### src/rtl/timer_deadtime_pkg.sv
// Shared types for the complementary-output dead-time inserter.
package timer_deadtime_pkg;

    localparam int DT_BITS_DEF = 8;

    typedef enum logic [2:0] {
        OFF,
        LS_ON,
        DT_LH,
        HS_ON,
        DT_HL
    } dt_state_e;

endpackage

### src/rtl/timer_dt_channel.sv
// One complementary channel: input register, dead-time FSM,
// output flops and sticky short-pulse flag.
module timer_dt_channel
    import timer_deadtime_pkg::*;
#(
    parameter int DT_BITS = DT_BITS_DEF
) (
    input  logic               i_clk,
    input  logic               i_rst_n,
    input  logic               i_en,
    input  logic [DT_BITS-1:0] i_dt_rise,
    input  logic [DT_BITS-1:0] i_dt_fall,
    input  logic               i_pol_hs,
    input  logic               i_pol_ls,
    input  logic               i_clr,
    input  logic               i_pwm,
    output logic               o_hs,
    output logic               o_ls,
    output logic               o_short
);

    dt_state_e          r_state;
    dt_state_e          w_state_nx;
    logic [DT_BITS-1:0] r_cnt;
    logic [DT_BITS-1:0] w_cnt_nx;
    logic               r_pwm_q;
    logic               r_hs;
    logic               r_ls;
    logic               r_short;
    logic               w_short_set;
    logic               w_rise_zero;
    logic               w_fall_zero;

    assign w_rise_zero = (i_dt_rise == '0);
    assign w_fall_zero = (i_dt_fall == '0);

    always_comb begin
        w_state_nx  = r_state;
        w_cnt_nx    = r_cnt;
        w_short_set = 1'b0;
        if (!i_en) begin
            w_state_nx = OFF;
            w_cnt_nx   = '0;
        end else begin
            unique case (r_state)
                OFF, LS_ON, HS_ON: begin
                    // A zero dead time swaps sides directly on this edge
                    if (r_pwm_q && (r_state != HS_ON)) begin
                        w_state_nx = w_rise_zero ? HS_ON : DT_LH;
                        w_cnt_nx   = w_rise_zero ? '0 : i_dt_rise - DT_BITS'(1);
                    end else if (!r_pwm_q && (r_state != LS_ON)) begin
                        w_state_nx = w_fall_zero ? LS_ON : DT_HL;
                        w_cnt_nx   = w_fall_zero ? '0 : i_dt_fall - DT_BITS'(1);
                    end
                end
                DT_LH: begin
                    if (!r_pwm_q) begin
                        w_state_nx  = LS_ON;
                        w_cnt_nx    = '0;
                        w_short_set = 1'b1;
                    end else if (r_cnt == '0) begin
                        w_state_nx = HS_ON;
                    end else begin
                        w_cnt_nx = r_cnt - DT_BITS'(1);
                    end
                end
                DT_HL: begin
                    if (r_pwm_q) begin
                        w_state_nx  = HS_ON;
                        w_cnt_nx    = '0;
                        w_short_set = 1'b1;
                    end else if (r_cnt == '0) begin
                        w_state_nx = LS_ON;
                    end else begin
                        w_cnt_nx = r_cnt - DT_BITS'(1);
                    end
                end
                default: begin
                    w_state_nx = OFF;
                    w_cnt_nx   = '0;
                end
            endcase
        end
    end

    always_ff @(posedge i_clk or negedge i_rst_n) begin
        if (!i_rst_n) begin
            r_state <= OFF;
            r_cnt   <= '0;
            r_pwm_q <= 1'b0;
            r_hs    <= 1'b0;
            r_ls    <= 1'b0;
            r_short <= 1'b0;
        end else begin
            r_pwm_q <= i_pwm;
            r_state <= w_state_nx;
            r_cnt   <= w_cnt_nx;
            r_hs    <= (w_state_nx == HS_ON) ^ i_pol_hs;
            r_ls    <= (w_state_nx == LS_ON) ^ i_pol_ls;
            if (w_short_set) begin
                r_short <= 1'b1;
            end else if (i_clr) begin
                r_short <= 1'b0;
            end
        end
    end

    assign o_hs    = r_hs;
    assign o_ls    = r_ls;
    assign o_short = r_short;

endmodule

### src/rtl/timer_deadtime_gen.sv
// Dead-time inserter top: shadowed configuration fanned out to
// one complementary channel per timer PWM output.
module timer_deadtime_gen
    import timer_deadtime_pkg::*;
#(
    parameter int N_CH    = 4,
    parameter int DT_BITS = DT_BITS_DEF
) (
    input  logic               clk_i,
    input  logic               rstn_i,
    input  logic               cfg_enable_i,
    input  logic               cfg_update_i,
    input  logic [DT_BITS-1:0] cfg_dt_rise_i,
    input  logic [DT_BITS-1:0] cfg_dt_fall_i,
    input  logic               cfg_pol_hs_i,
    input  logic               cfg_pol_ls_i,
    input  logic               cfg_clr_i,
    input  logic [N_CH-1:0]    pwm_i,
    output logic [N_CH-1:0]    pwm_hs_o,
    output logic [N_CH-1:0]    pwm_ls_o,
    output logic [N_CH-1:0]    short_o
);

    logic [DT_BITS-1:0] r_dt_rise;
    logic [DT_BITS-1:0] r_dt_fall;
    logic               r_pol_hs;
    logic               r_pol_ls;

    always_ff @(posedge clk_i or negedge rstn_i) begin
        if (!rstn_i) begin
            r_dt_rise <= '0;
            r_dt_fall <= '0;
            r_pol_hs  <= 1'b0;
            r_pol_ls  <= 1'b0;
        end else if (cfg_update_i) begin
            r_dt_rise <= cfg_dt_rise_i;
            r_dt_fall <= cfg_dt_fall_i;
            r_pol_hs  <= cfg_pol_hs_i;
            r_pol_ls  <= cfg_pol_ls_i;
        end
    end

    for (genvar g = 0; g < N_CH; g++) begin : g_ch
        timer_dt_channel #(
            .DT_BITS (DT_BITS)
        ) u_ch (
            .i_clk     (clk_i),
            .i_rst_n   (rstn_i),
            .i_en      (cfg_enable_i),
            .i_dt_rise (r_dt_rise),
            .i_dt_fall (r_dt_fall),
            .i_pol_hs  (r_pol_hs),
            .i_pol_ls  (r_pol_ls),
            .i_clr     (cfg_clr_i),
            .i_pwm     (pwm_i[g]),
            .o_hs      (pwm_hs_o[g]),
            .o_ls      (pwm_ls_o[g]),
            .o_short   (short_o[g])
        );
    end

endmodule

### config.mk
export PLATFORM = sky130hd
export DESIGN_NAME = timer_deadtime_gen
export DESIGN_NICKNAME = d
export VERILOG_FILES = /design/src/rtl/timer_deadtime_pkg.sv /design/src/rtl/timer_dt_channel.sv /design/src/rtl/timer_deadtime_gen.sv
export SDC_FILE = /design/constraint.sdc
export NUM_CORES = 1
export LEC_CHECK = 0
export BUFFER_PORTS_ARGS = -buffer_cell sky130_fd_sc_hd__buf_4
export CAP_MARGIN = 15
export CORE_ASPECT_RATIO = 0.8
export CORE_UTILIZATION = 50
export DETAILED_ROUTE_END_ITERATION = 7
export GPL_TIMING_DRIVEN = 0
export PLACE_DENSITY = 0.73
export SLEW_MARGIN = 20
export SYNTH_ARGS = -nofsm -noshare
export SYNTH_HDL_FRONTEND = slang
export SYNTH_SLANG_ARGS = --single-unit
### constraint.sdc
create_clock -name clk_i -period 3 [get_ports clk_i]
set_input_delay 0.15 -clock clk_i [delete_from_list [all_inputs] [get_ports clk_i]]
set_output_delay 0.15 -clock clk_i [all_outputs]
set_load 0.01 [all_outputs]
---- Word level (Yosys, flattened, before mapping) ----
Cells that the tools add are included.
operators by class
  add/subtract/negate cells ............... 6
  reductions and logical operators ........ 30
  eq/ne operators ......................... 36
  multiplexer cells ....................... 85
  bitwise logic cells ..................... 8
operator list
  operator                                                                count
  8-bit two-way mux                                                       26
  8-bit case mux with 3 select lines                                      4
  3-bit two-way mux                                                       29
  8-bit zero test                                                         6
  8-bit by 1-bit subtractor with 8-bit output (second input constant)     6
  3-bit by 2-bit equality test with 1-bit output (second input constant)  12
  3-bit case mux with 3 select lines                                      4
  3-bit by 1-bit equality test with 1-bit output (second input constant)  8
  1-bit two-way mux                                                       18
  4-bit by 2-bit != test with 1-bit output (second input constant)        4
  3-bit equality test (second input constant)                             4
  3-bit zero test                                                         4
  3-bit by 1-bit != test with 1-bit output (second input constant)        4
  3-bit by 2-bit != test with 1-bit output (second input constant)        4
  3-bit OR reduction                                                      4
  1-bit logical AND                                                       8
  1-bit case mux with 2 select lines                                      4
  2-bit nonzero test                                                      4
  1-bit XOR                                                               8
  1-bit zero test                                                         4
word-level totals
  input bits .............................. 27
  logic and storage cells ................. 193
  output and inout port bits .............. 12
  flip-flop bits (word level) ............. 78

---- Logic depth before layout (Yosys ltp) ----
Gate-level depths: netlist of run 1.
  word-level depth ........................ 8
  gate-level depth with buffers ........... 9
  gate-level depth less buffers ........... 8

---- By module ----
From an unflattened synthesis of run 1, not the netlist that was laid out.
second synthesis, totals
  cell total of the unflattened synthesis .. 739
  area total of the unflattened synthesis .. 6413.7 µm²
modules (own cells, without submodules)
  module                           times used  cells each  seq. area each (µm²)  area an instance (µm²)
  timer_dt_channel (g_ch[0].u_ch)  1           185         375.4                 1447.6
  timer_dt_channel (g_ch[1].u_ch)  1           173         375.4                 1428.9
  timer_dt_channel (g_ch[3].u_ch)  1           174         375.4                 1427.6
  timer_dt_channel (g_ch[2].u_ch)  1           169         375.4                 1387.6
  timer_deadtime_gen               1           38          450.4                 721.9

---- Worst setup path before layout of run 1 ----
Ideal clock, no wire load.
  path type ............................... reg-to-reg
  start point ............................. register g_ch[1].u_ch.r_cnt[0]
  end point ............................... register g_ch[1].u_ch.r_hs
  period minus slack after synthesis ...... 2.174 ns
  setup slack ............................. 0.826 ns
  library setup time ...................... 0.130 ns
  arrival time ............................ 2.044 ns
  path buffers ............................ 0
  cell stages (with the launch flop) ...... 9
  data required time ...................... 2.870 ns
  cell sequence ........................... dfrtp_1 > inv_1 > ha_1 > or3b_2 > or2_2 > a211oi_1 > a22oi_1 > a2bb2oi_1 > xnor2_1
on the way
  word-level cells in the longest chain between the ends .. 7
  elaborated cells between the ends (all ways) .. 9
  those cells by class .................... eq/ne: 1; mux: 6; bitwise: 1; reduce/logical: 1
ends and longest elaborated chain
  what                                                line                                            source
  from (decl)                                         timer_dt_channel.sv:24                          logic [DT_BITS-1:0] r_cnt;
  from (signal assigned)                              timer_dt_channel.sv:97                          r_cnt <= w_cnt_nx;
  8-bit zero test (*)                                 timer_dt_channel.sv:61, timer_dt_channel.sv:72
  3-bit two-way mux, on equally long branches         timer_dt_channel.sv:72, timer_dt_channel.sv:61
  3-bit two-way mux, on equally long branches         timer_dt_channel.sv:68, timer_dt_channel.sv:57
  3-bit case mux with 3 select lines (*)              timer_dt_channel.sv:45                          unique case (r_state)
  3-bit two-way mux (*)                               timer_dt_channel.sv:41                          if (!i_en) begin
  3-bit by 2-bit equality test with 1-bit output (*)  timer_dt_channel.sv:98                          r_hs <= (w_state_nx == HS_ON) ^ i_pol_hs;
  1-bit XOR (*)                                       timer_dt_channel.sv:98
  to (signal assigned)                                timer_dt_channel.sv:98
  to (decl)                                           timer_dt_channel.sv:27                          logic r_hs;
Every way passes the cells marked *; elsewhere a longest branch is shown, timed or not.
A chain may end at the register's enable or synchronous reset.

---- Final worst setup path of run 1 ----
  start point ............................. register r_dt_fall[2]
  end point ............................... register g_ch[2].u_ch.r_cnt[7]
on the way
  word-level cells in the longest chain between the ends .. 6
  elaborated cells between the ends (all ways) .. 7
  those cells by class .................... add/sub: 1; mux: 5; reduce/logical: 1
ends and longest elaborated chain
  what                                                                            line                                            source
  from (decl)                                                                     timer_deadtime_gen.sv:25                        logic [DT_BITS-1:0] r_dt_fall;
  from (signal assigned)                                                          timer_deadtime_gen.sv:37                        r_dt_fall <= cfg_dt_fall_i;
  8-bit by 1-bit subtractor with 8-bit output or 8-bit zero test (tied branches)  timer_dt_channel.sv:53, timer_dt_channel.sv:35
  8-bit two-way mux (*)                                                           timer_dt_channel.sv:53                          w_cnt_nx = w_fall_zero ? '0 : i_dt_fall - DT_BITS'(1);
  8-bit two-way mux (*)                                                           timer_dt_channel.sv:51                          end else if (!r_pwm_q && (r_state != LS_ON)) begin
  8-bit two-way mux (*)                                                           timer_dt_channel.sv:48                          if (r_pwm_q && (r_state != HS_ON)) begin
  8-bit case mux with 3 select lines (*)                                          timer_dt_channel.sv:45
  8-bit two-way mux (*)                                                           timer_dt_channel.sv:41
  to (signal assigned)                                                            timer_dt_channel.sv:97
  to (decl)                                                                       timer_dt_channel.sv:24
Every way passes the cells marked *; elsewhere a longest branch is shown, timed or not. The select of a mux whose other input is x is not followed.

==> impl_metrics.env, run 1 <==
export IMPL_path_clk_slew_ns=0.06
export IMPL_cts_sinks=78
export IMPL_hold_violations=0
export IMPL_synth_cell_types=71
export IMPL_port_buffers=37
export IMPL_grt_pass1_wl_mm=23.9
export IMPL_wl_per_cell_um=17.9
export IMPL_netlist_instances=621
export IMPL_grt_pass1_vias=4605
export IMPL_grt_max_degree=79
export IMPL_crit_buf_inv=0
export IMPL_synthSimpleGateAreaFrac_pct=22.1
export IMPL_die_width_um=117
export IMPL_fillCellCount=934
export IMPL_final_seq_area_um2=1950
export IMPL_synthTopCellsByCount="dfrtp_1, o21ai_0, nor2_1"
export IMPL_synth_area_um2=5270
export IMPL_cts_made_buffers=9
export IMPL_drt_first_pass_iters=6
export IMPL_die_area_um2=11000
export IMPL_cts_root_buf="clkbuf_16"
export IMPL_cp_max_fo=9
export IMPL_synth_top_family_by_area="compound AO/OA/AOI/OAI gates"
export IMPL_crit_type="reg2reg"
export IMPL_cp_end_kind="register"
export IMPL_grt_usage_pct=29.0
export IMPL_critical_path_required_ns=3.22
export IMPL_ir_worst_vdd_mv=0.357
export IMPL_setup_violations=0
export IMPL_worstPathArrival_ns=3.03
export IMPL_clk_latency_ns=0.35
export IMPL_drt_iter0_markers=634
export IMPL_power_density_nw_per_um2=589
export IMPL_h_tree_depth=3
export IMPL_critPathLaunchType="register"
export IMPL_die_y_um=93.9
export IMPL_ios=39
export IMPL_worst_slew_pin_slew_ns=1.07
export IMPL_place_gp_congestion=0.960
export IMPL_placedCellCount=798
export IMPL_power_mw=3.60
export IMPL_cp_slowest_cell="nor4_2"
export IMPL_maxCapViolations=0
export IMPL_syn_num_nets=658
export IMPL_timing_final_crit_share_pct=93.7
export IMPL_p_leak_nw=2.56
export IMPL_instances_no_fill=819
export IMPL_dp_hpwl_mm=10.5
export IMPL_num_antenna_cells=0
export IMPL_synth_fa_ha_area_share_pct=2.37
export IMPL_yosys_cell_count_top_type="dfrtp_1"
export IMPL_rsz0062_at_grt="no"
export IMPL_core_um2=10200
export IMPL_synth_area_per_cell_um2=8.49
export IMPL_synth_area_leader_cell="dfrtp_1"
export IMPL_multi_input_area_um2=2980
export IMPL_critPathMaxStageDelay_ns=0.94
export IMPL_clock_skew_ns=0.0107
export IMPL_critPathTopFamily="simple AND/OR/NAND/NOR gates"
export IMPL_netlist_area_leader_share_pct=37.0
export IMPL_cp_cell_sequence="nor4_2, nand2_1, mux2i_1, nor2_1, a221oi_1, o21ai_0"
export IMPL_finalWirelength_mm=14.7
export IMPL_utilization_pct=59.6
export IMPL_synth_compound_area_share_pct=25.8
export IMPL_syn2layout_area_growth_pct=15.8
export IMPL_fin_crit_ns=2.81
export IMPL_slew_headroom_pct=28.0
export IMPL_fin_nets=711
export IMPL_synth_seq_cells=78
export IMPL_hold_class="in2reg"
export IMPL_cts_tree="done"
export IMPL_max_freq_ghz=0.356
export IMPL_via_per_inst=6.16
export IMPL_finalSetupTns_ns=0
export IMPL_design_area_um2=6110
export IMPL_placed_area_um2=5730
export IMPL_synth_area_leaders="dfrtp_1, o21ai_0, nor2_1"
export IMPL_drive_above_1_share_pct=15.3
export IMPL_synth_warning_count=0
export IMPL_maxSlewViolCount=0
export IMPL_synth_edff_count=0
export IMPL_drc_errors=0
export IMPL_post_cts_buffers=0
export IMPL_yosysSeqAreaShare_pct=37.0
export IMPL_overflow=0
export IMPL_synth_main_ff_cell="dfrtp_1"
export IMPL_grt_antenna_before_repair=0
export IMPL_synth_mux_area_share_pct=3.32
export IMPL_async_flop_share_pct=100
export IMPL_clockBufferDepth=2
export IMPL_rows=33
export IMPL_status="complete, no violations"
export IMPL_start_util_pct=51.5
export IMPL_drtAntennaViolNets=0
export IMPL_vias=5047
export IMPL_r2r_slack_ns=0.19
export IMPL_synthXorXnorAreaFrac_pct=2.66
power breakdown:
part           internal, mW  switching (mW)
Clock                 0.749           0.427
Sequential             1.18           0.131
Combinational         0.452           0.657
placed cells by master (no fill, tap or decap), types with 7 or more instances in the layout:
| master | synthesis | routed |
|---|---|---|
| nand2_1 | 45 | 45 |
| nor4_1 | 10 | 10 |
| a21oi_1 | 36 | 36 |
| nor3_1 | 22 | 22 |
| inv_1 | 34 | 34 |
| xor2_1 | 7 | 7 |
| a221oi_1 | 9 | 9 |
| a22oi_1 | 7 | 7 |
| buf_4 | 12 | 48 |
| o32ai_1 | 7 | 7 |
| nand3_1 | 12 | 12 |
| nor2_1 | 58 | 58 |
| clkbuf_16 | 0 | 9 |
| xnor2_1 | 9 | 9 |
| a31oi_1 | 7 | 7 |
| nor2b_1 | 8 | 8 |
| dfrtp_1 | 78 | 78 |
| mux2_2 | 12 | 12 |
| nand2b_1 | 10 | 10 |
| a21o_1 | 7 | 7 |
| o21ai_0 | 67 | 67 |
| and2_1 | 7 | 7 |
| ha_1 | 10 | 10 |
| clkbuf_1 | 23 | 25 |
| a222oi_1 | 8 | 8 |
stage by stage:
stage	hold WS (ns)	worst slack, ns
final	0.0173	0.188
after global routing	0.0172	0.0330
after CTS	0.0128	0.0191
after detailed placement	0.261	0.0630
after global placement	0.259	0.0536
after floorplan	-0.146	0.826
registers in the layout, indices dropped and copies added, names as in the netlist:
signal,count
g_ch.u_ch.o_hs,4
g_ch.u_ch.o_ls,4
g_ch.u_ch.o_short,4
g_ch.u_ch.r_cnt,32
g_ch.u_ch.r_pwm_q,4
g_ch.u_ch.r_state,12
r_dt_fall,8
r_dt_rise,8
r_pol_hs,1
r_pol_ls,1
path summary, 6_finish.rpt:
kind / start / end / cells after the start
max reg2reg: r_dt_fall[2] / g_ch[2].u_ch.r_cnt[7] / 6
min reg2reg: g_ch[2].u_ch.r_cnt[6] / g_ch[2].u_ch.r_cnt[6] / 2
min in group asynchronous: rstn_i / g_ch[2].u_ch.r_state[1] / 2
max in group asynchronous: rstn_i / g_ch[3].u_ch.r_cnt[5] / 2
max: r_dt_fall[2] / g_ch[2].u_ch.r_cnt[7] / 6
min: cfg_dt_rise_i[0] / r_dt_rise[0] / 3
worst reg2reg max path, delay by kind of cell, from the launching register on:
family | cells | cell delay, ns
flip-flops | 1 | 0.42
multiplexers | 1 | 0.65
AND/OR/NAND/NOR | 3 | 1.19
AO/OA/AOI/OAI | 2 | 0.44
timing repair:
item                                   CTS  global route
endpoints found under the hold margin    4            78
gates resized for setup                  0             1
hold buffers                             4             1
setup endpoints to repair                0             2
logic make-up after synthesis:
group           after synthesis
compound gates              204
flops                        78
buf+inv                      76
xor+xnor                     16
simple gates                221
mux                          16
fa+ha+maj                    10
final cells by class:
cell class	count	area share [%]
clock buffers	12	4.04
clock inverters	4	1.15
repair buffers	42	5.43
flip-flops and latches	78	32.0
well taps	140	2.87
multi-input cells	467	48.8
plain buffers	41	3.65
inverters	35	2.15
per-layer routing:
layer / up-vias / part of all wire, % / GRT usage [%]
li1: 2407 / - / -
met1: 2382 / 45 / 40.9
met2: 224 / 44 / 42.8
met3: 34 / 9.0 / 7.61
met4: 0 / 2.0 / 9.70
met5: - / 0 / 0
No activity file was read; power rests on OpenSTA's default activity.
==> run 2: changes to the inputs <==
- SLEW_MARGIN: 20 -> default
- clock period: 3 -> 3.4 ns (I/O delays scaled with it)
==> run 2 against run 1 <==
The flow now finishes with violations (negative hold slack). Global-route usage did not move. Worst setup slack improved by 0.35 ns. Count of clock-buffer cells in the layout did not move. Clock power fell by 13%. Die area did not move. Sequential cell count did not move. First-iteration DRC count fell by 1.3%. Cell count did not move. Combinational power fell by 12%. Critical path type unchanged.
==> impl_metrics.env, run 2 (synthesis results as in run 1) <==
export IMPL_cts_sinks=78
export IMPL_clockBufferDepth=2
export IMPL_die_area_um2=11000
export IMPL_worst_slew_pin_slew_ns=1.13
export IMPL_drt_first_pass_iters=5
export IMPL_drc_errors=0
export IMPL_die_width_um=117
export IMPL_cp_slowest_cell="nor3b_1"
export IMPL_slew_headroom_pct=22.5
export IMPL_layout_common_cells="dfrtp_1, o21ai_0, nor2_1"
export IMPL_finalWirelength_mm=14.6
export IMPL_hold_violations=1
export IMPL_reg2reg_depth=10
export IMPL_largest_register_ffs=32
export IMPL_h_tree_depth=3
export IMPL_p_comb_share_pct=30.8
export IMPL_cp_cell_sequence="inv_1, ha_1, nor3b_1, clkbuf_2, and2_1, buf_2, a21oi_1, a32oi_1, nor3b_1, xor2_1"
export IMPL_drtAntennaViolNets=0
export IMPL_cts_tree="done"
export IMPL_critPathTopFamily="simple AND/OR/NAND/NOR gates"
export IMPL_top_register="g_ch.u_ch.r_cnt"
export IMPL_post_cts_buffers=0
export IMPL_switchingPower_mw=1.06
export IMPL_critPathLaunchType="register"
export IMPL_critPathMaxStageDelay_ns=0.55
export IMPL_wl_met2_mm=6.44
export IMPL_grt_max_degree=79
export IMPL_p_int_mw=2.10
export IMPL_finalSetupTns_ns=0
export IMPL_ir_worst_vdd_mv=0.315
export IMPL_cp_common_cell="nor3b_1"
export IMPL_path_clk_slew_ns=0.06
export IMPL_cts_resized=0
export IMPL_syn2layout_area_growth_pct=15.4
export IMPL_r2r_slack_ns=0.54
export IMPL_worstPathArrival_ns=3.12
export IMPL_reg2reg_from="r_dt_fall[0]"
export IMPL_cts_hold_buf=4
export IMPL_cts_root_buf="clkbuf_16"
export IMPL_ios=39
export IMPL_largestRegisters="g_ch.u_ch.r_cnt x32, g_ch.u_ch.r_state x12"
export IMPL_cp_max_fo=8
export IMPL_vias=5062
export IMPL_critical_path_required_ns=3.66
export IMPL_core_um2=10200
export IMPL_p_leak_nw=2.55
export IMPL_timing_final_crit_share_pct=84.2
export IMPL_violations="negative hold slack"
export IMPL_status="finished with violations"
export IMPL_drt_iter0_markers=626
export IMPL_grt_pass1_vias=4605
export IMPL_instances_no_fill=819
export IMPL_crit_path_start="r_dt_fall[0]"
export IMPL_grt_antenna_before_repair=0
export IMPL_num_antenna_cells=0
export IMPL_whs_ns=-0.00129
export IMPL_maxSlewViolCount=0
export IMPL_port_buffers=37
export IMPL_wl_per_cell_um=17.8
export IMPL_placed_area_um2=5730
export IMPL_placedCellCount=798
export IMPL_place_worst_setup_slack_ns=0.463
export IMPL_crit_buf_inv=3
export IMPL_cts_made_buffers=9
export IMPL_cp_end_kind="register"
export IMPL_fin_crit_ns=2.86
export IMPL_design_area_um2=6090
export IMPL_crit_end="g_ch[1].u_ch.o_ls"
export IMPL_dr_wl_met3_mm=1.34
export IMPL_final_common_cell="dfrtp_1"
export IMPL_via_per_inst=6.18
export IMPL_max_freq_ghz=0.349
export IMPL_dp_hpwl_mm=10.5
export IMPL_setup_violations=0
export IMPL_routed_top_layer="met4"
export IMPL_r2r_end="g_ch[1].u_ch.o_ls"
export IMPL_grt_usage_pct=29.0
export IMPL_power_share_sequential_pct=36.5
export IMPL_maxCapViolations=0
export IMPL_rows=33
export IMPL_clk_latency_ns=0.34
export IMPL_rsz0062_at_grt="no"
export IMPL_hold_class="in2async"
export IMPL_fin_nets=711
export IMPL_power_density_nw_per_um2=520
export IMPL_crit_type="reg2reg"
export IMPL_swShare_pct=33.6
export IMPL_power_frac_clock_pct=32.6
export IMPL_overflow=0
export IMPL_drive_above_1_share_pct=15.2
export IMPL_grt_pass1_wl_mm=23.9
export IMPL_clock_skew_ns=0.0109
export IMPL_place_gp_congestion=0.960
export IMPL_die_y_um=93.9
export IMPL_fin_ws_ns=0.537
export IMPL_start_util_pct=51.5
export IMPL_met1_length_mm=6.51
export IMPL_cp_num_cells=10
## run 2: changes by cell type in the layout (fill, tap and decap cells not counted)
cell	delta
a2111oi_0	+1
buf_4	+1
buf_6	-1
a2111oi_1	-1
dlygate4sd3_1	-1
clkbuf_2	+1
nor3b_2	-2
nor3b_1	+2
## run 2: cell type report
class,instances,area [um2]
fillers,935,4150
multi-input cells,467,2970
flip-flops and latches,78,1950
repair buffers,42,323
clock buffers,12,246
plain buffers,41,223
well taps,140,175
inverters,35,131
clock inverters,4,70.1
## run 2: worst min path at each step
stage               depth (start not counted)                 endpoint  slack (ns)
floorplan                                   0        g_ch[0].u_ch.o_hs       -0.13
global placement                            1     g_ch[1].u_ch.r_pwm_q        0.28
detailed placement                          1     g_ch[2].u_ch.r_pwm_q        0.28
CTS                                         1  g_ch[2].u_ch.r_state[1]        0.03
global route                                3             r_dt_rise[0]        0.04
finish                                      1  g_ch[2].u_ch.r_state[1]      -0.001
## run 2: routing by layer
metal / global-route usage [%] / vias up
met2: 42.8 / 234
met1: 40.9 / 2389
met3: 7.61 / 32
met5: 0 / -
li1: - / 2407
met4: 9.70 / 0
## run 2: worst reg2reg max path, delay by kind of cell (launching register included)
kind                     cells  cell delay [ns]
AND/OR/NAND/NOR              3             0.98
buffers and inverters        3             0.63
flip-flops                   1             0.44
AO/OA/AOI/OAI                2             0.32
adder cells (fa/ha/maj)      1             0.26
XOR/XNOR                     1             0.16
## run 2: metrics by stage
step	utilization (%)	power [mW]	hold WS, ns
2_1_floorplan	-	1.82	-0.126
3_3_place_gp	55.9	2.10	0.279
3_5_place_dp	55.9	2.12	0.281
4_1_cts	59.4	3.16	0.0328
5_1_grt	59.4	3.34	0.0372
6_report	59.4	3.16	-0.00129
## run 2: power by group through the flow
stage               logic (mW)  registers, mW  clock network [mW]
global placement         0.933           1.16                   0
finish                   0.975           1.16                1.03
global route              1.08           1.17                1.09
CTS                      0.958           1.15                1.05
floorplan                0.685           1.14                   0
detailed placement       0.951           1.17                   0
